==> src/rtl/mult_datapath.sv <==
// -----------------------------------------------------------------------------
// mult_datapath
//   Sequential shift-and-add unsigned multiplier.
//   Operands are captured when start is seen in IDLE. One multiplier bit is
//   retired per clock. The full N+M-bit product is presented with a
//   single-cycle done pulse.
//
// Parameters
//   N  multiplicand width (bits)
//   M  multiplier width (bits); also the iteration count (M >= 2)
//
// Ports
//   clk           in   1    system clock, rising edge
//   rst           in   1    asynchronous reset, active low
//   start         in   1    operation request, sampled only in IDLE
//   multiplicand  in   N    unsigned operand A
//   multiplier    in   M    unsigned operand B
//   Product       out  N+M  registered product, held until next completion
//   done          out  1    registered one-cycle completion pulse
//
// Configuration
//   MULT_ZERO_SKIP_EN  when defined, a zero operand at the accepting edge
//                      completes on the next edge with Product = 0.
// -----------------------------------------------------------------------------
module mult_datapath #(
  parameter int N = 16,
  parameter int M = 16
) (
  input  logic             clk,
  input  logic             rst,
  input  logic             start,
  input  logic [N-1:0]     multiplicand,
  input  logic [M-1:0]     multiplier,
  output logic [N+M-1:0]   Product,
  output logic             done
);

  localparam int CW = (M > 1) ? $clog2(M) : 1;
  localparam logic [CW-1:0] CNT_LAST = CW'(M - 1);

  typedef enum logic [1:0] {
    IDLE = 2'd0,
    CALC = 2'd1,
    DONE = 2'd2
  } state_t;

  state_t             state_q;
  logic [N-1:0]       mreg_q;
  logic [N:0]         acc_q;
  logic [M-1:0]       qreg_q;
  logic [CW-1:0]      cnt_q;
  logic [N+M-1:0]     product_q;
  logic               done_q;
`ifdef MULT_ZERO_SKIP_EN
  logic               zero_q;
`endif

  logic [N:0]         addend_s;
  logic [N:0]         sum_s;
  logic [N:0]         acc_d;
  logic [M-1:0]       qreg_d;
  logic [N+M-1:0]     product_d;

  // One shift-and-add step: add Mreg when the current multiplier bit is set,
  // then shift {sum,Qreg} right by one. The carry in sum[N] lands in Acc[N-1].
  always_comb begin
    addend_s  = {(N+1){1'b0}};
    if (qreg_q[0]) begin
      addend_s = {1'b0, mreg_q};
    end else begin
      addend_s = {(N+1){1'b0}};
    end
    sum_s     = acc_q + addend_s;
    acc_d     = {1'b0, sum_s[N:1]};
    qreg_d    = {sum_s[0], qreg_q[M-1:1]};
    product_d = {acc_d[N-1:0], qreg_d};
  end

  // Control FSM together with the datapath registers and registered outputs.
  always_ff @(posedge clk or negedge rst) begin
    if (!rst) begin
      state_q   <= IDLE;
      mreg_q    <= {N{1'b0}};
      acc_q     <= {(N+1){1'b0}};
      qreg_q    <= {M{1'b0}};
      cnt_q     <= {CW{1'b0}};
      product_q <= {(N+M){1'b0}};
      done_q    <= 1'b0;
`ifdef MULT_ZERO_SKIP_EN
      zero_q    <= 1'b0;
`endif
    end else begin
      case (state_q)
        IDLE: begin
          if (start) begin
            mreg_q  <= multiplicand;
            qreg_q  <= multiplier;
            acc_q   <= {(N+1){1'b0}};
            cnt_q   <= {CW{1'b0}};
            state_q <= CALC;
`ifdef MULT_ZERO_SKIP_EN
            zero_q  <= (multiplicand == {N{1'b0}}) || (multiplier == {M{1'b0}});
`endif
          end else begin
            state_q <= IDLE;
          end
        end
        CALC: begin
`ifdef MULT_ZERO_SKIP_EN
          if (zero_q) begin
            product_q <= {(N+M){1'b0}};
            done_q    <= 1'b1;
            state_q   <= DONE;
          end else begin
`endif
            acc_q  <= acc_d;
            qreg_q <= qreg_d;
            cnt_q  <= cnt_q + {{(CW-1){1'b0}}, 1'b1};
            // Last multiplier bit retired this edge: publish the final value.
            if (cnt_q == CNT_LAST) begin
              product_q <= product_d;
              done_q    <= 1'b1;
              state_q   <= DONE;
            end else begin
              state_q   <= CALC;
            end
`ifdef MULT_ZERO_SKIP_EN
          end
`endif
        end
        DONE: begin
          done_q  <= 1'b0;
          state_q <= IDLE;
        end
        default: begin
          done_q  <= 1'b0;
          state_q <= IDLE;
        end
      endcase
    end
  end

  assign Product = product_q;
  assign done    = done_q;

endmodule

==> config.mk <==
export PLATFORM = sky130hd
export DESIGN_NAME = mult_datapath
export DESIGN_NICKNAME = d
export VERILOG_FILES = /design/src/rtl/mult_datapath.sv
export SDC_FILE = /design/constraint.sdc
export NUM_CORES = 1
export LEC_CHECK = 0
export ABC_CLOCK_PERIOD_IN_PS = 3200
export CORE_ASPECT_RATIO = 0.5
export CORE_MARGIN = 8
export CORE_UTILIZATION = 34
export DETAILED_ROUTE_END_ITERATION = 8
export SLEW_MARGIN = 20
export SYNTH_ARGS = -nofsm -noshare
export SYNTH_HDL_FRONTEND = slang
export SYNTH_SLANG_ARGS = --single-unit
==> constraint.sdc <==
create_clock -name clk -period 3.2 [get_ports clk]
set_input_delay 0.64 -clock clk [delete_from_list [all_inputs] [get_ports clk]]
set_output_delay 0.64 -clock clk [all_outputs]
set_load 0.02 [all_outputs]
==> results.toml <==
[run_status]
outcome = "finished clean"

[setup_path]
crit_arrival_ps = 2850
cp_num_buf_inv = 0
cpPeakStageDelay_ps = 430
crit_fanout = 7
ff2ff_setup_slack_ps = 540
crit_path_end_kind = "register"
required_ps = 3390
slowest_stage = "dfrtp_1"
timing.critical_path.cells = "and2_1 > ha_1 > fa_1 > a21o_2 > a221oi_4 > o311ai_2 > a311oi_1 > o21ai_0"
crit_family = "compound AO/OA/AOI/OAI gates"
cp-start-kind = "register"
crit_type = "reg -> reg"

[floorplan]
start_util = 0.342
core_um2 = 13300
die_h_um = 97.8
ios = 68
die_w_um = 180
rows = 30
fp.dieArea_um2 = 17600

[placed_design]
portBuffers = 67
place_hpwl_mm = 8.38
place_ws_ps = 675
gp_congestion = 0.919

[hold_path]
hp-class = "in -> async"

[final_layout]
area_growth_pct = 26.2
regArea_um2 = 2180
fin_nets = 581
fillers = 1301
mostFrequentLayoutCells = "87 x dfrtp_1, 85 x nand2_1, 66 x clkdlybuf4s50_1, 37 x o21ai_0, 31 x a21oi_1"
final_core_utilization = 0.431
multiInputGateArea_um2 = 2250
final_common_cell = "dfrtp_1"
diodes = 0
drive_above_1_share = 0.111

[grt]
grt.total_usage = 0.141
grt_first_pass_wirelength_mm = 20.5
antenna_found_initial = 0
grt.overflow.total = 0
grt_max_degree = 60
grt_pass1_vias = 3913

[logic_synthesis]
yosysUniqueCellTypes = 59
synth_flop_cell = "dfrtp_1"
async_flop_share = 1.00
ys_seq_area_frac = 0.478
synthesis.nets = 518
syn-cell-area_um2 = 4550
synth_seq_cells = 87
synth_edf_count = 0
avgSynthCellArea_um2 = 9.79
netlist_instances = 465
synth_warnings = 0

[power_and_ir_drop]
power_frac_clock = 0.188
switching_share = 0.407
ir_drop_mv = 0.304
internal_power_w = 0.00349
power_frac_seq = 0.332
power.switching_w = 0.00239
leakage_nw = 2.51
finalPower_w = 0.00588
power_frac_comb = 0.480
power_density_nw_per_um2 = 1020

[timing]
final-setup-viol-count = 0
setup_ws_ps = 545
period_needed_ps = 2660
fin_crit_sh = 0.830
timing.final.max_slew_violations = 0
skew_ps = 13.1
worst_slew_pin_slew_ps = 780
clock.fmax_mhz = 377
rsz0062_at_grt = "false"
hold_viol = 0
fin_setup_tns_ps = 0
slew_headroom = 0.480

[detailed_routing]
initialDrtViolationCount = 155
ant_nets = 0
vias = 3712
drc = 0
viasPerCell = 5.24
wirelength_mm = 12.0
routedWlPerCell_um = 16.9
dr.pass1.iters = 4

[clocking]
cts_resized = 0
post_cts_buffers = 0
cts_buffers = 9
cts_tree = "yes"
cts-htree-levels = 3
cts_root_buffer = "clkbuf_16"
path_clk_slew_ps = 70
cts.path.max_buffers = 2
holdBufCountCts = 0
cts.sinks = 87
clock_latency_ps = 350

[run]
maxCapViolCount = 0
## cell usage after synthesis, drive strengths merged, types with 4 or more instances
master	number	area [µm²]
nor2b	18	113
nand3	8	45.0
inv	4	15.0
nor3	4	20.0
a22o	5	43.8
a21o	7	53.8
ha	17	213
nand2	86	325
a21oi	32	164
dfrtp	87	2180
o21bai	5	37.5
xnor2	8	70.1
a22oi	16	120
o21ai	37	185
clkbuf	22	82.6
nor4	4	31.3
o21a	5	37.5
buf	5	28.8
nand4	4	25.0
mux2	17	191
nor2	11	41.3
and2	19	119
## through the flow
| stage | cells | hold WS [ps] | cell area [µm²] |
|---|---|---|---|
| detailed placement | 693 | 462 | 5430 |
| global placement | 693 | 461 | 5430 |
| global route | 709 | 443 | 5750 |
| floorplan | 465 | 344 | 4550 |
| CTS | 709 | 402 | 5750 |
| finish | 709 | 377 | 5750 |
## final timing paths
kind                                to        start  cells after the start
max                          acc_q[15]    qreg_q[0]                      8
min                        Product[15]          rst                      1
min reg2reg                Product[13]  Product[13]                      2
max reg2reg                  acc_q[15]    qreg_q[0]                      8
min in group clk           Product[13]  Product[13]                      2
max in group asynchronous   Product[0]          rst                      2
## per-layer routing
metal  vias to the layer above  routed length (µm)  GRT usage
met1                      1824                5940      0.191
met2                        85                5380      0.219
met5                         -                   0          0
li1                       1787                   -          -
met3                        16                 476     0.0333
met4                         0                 216     0.0439
## cell families (layout without fill, tap and decap cells)
kind of cell / count (synthesis) / count (layout) / synth area share
muxes: 17 / 17 / 0.0421
adders and majority gates: 18 / 18 / 0.0511
xor gates and xnor gates: 8 / 8 / 0.0154
buffers and inverters: 32 / 100 / 0.0286
AOI/OAI and AO/OA: 135 / 135 / 0.205
and+or+nand+nor: 168 / 168 / 0.180
DFF: 87 / 87 / 0.478
## flip-flops by register name (all words and copies together) (netlist names)
name,cells
qreg_q,16
Product,32
acc_q,16
done,1
mreg_q,16
cnt_q,4
state_q,2
## power by group through the flow
stage	Clock, W	Sequential [W]	Combinational, W
after floorplan	0	0.00209	0.00172
after global placement	0	0.00197	0.00279
after detailed placement	0	0.00197	0.00283
after CTS	0.00114	0.00196	0.00285
after global routing	0.00118	0.00204	0.00310
final	0.00110	0.00196	0.00282
## final cells by class
class / count / share of cell area
timing repair buffer: 79 / 0.134
sequential: 87 / 0.379
tap: 176 / 0.0383
multi-input combinational: 346 / 0.391
inverter: 5 / 0.00327
clock buffer: 9 / 0.0392
clock inverter: 7 / 0.0150
(Power assumes the default switching activity.)
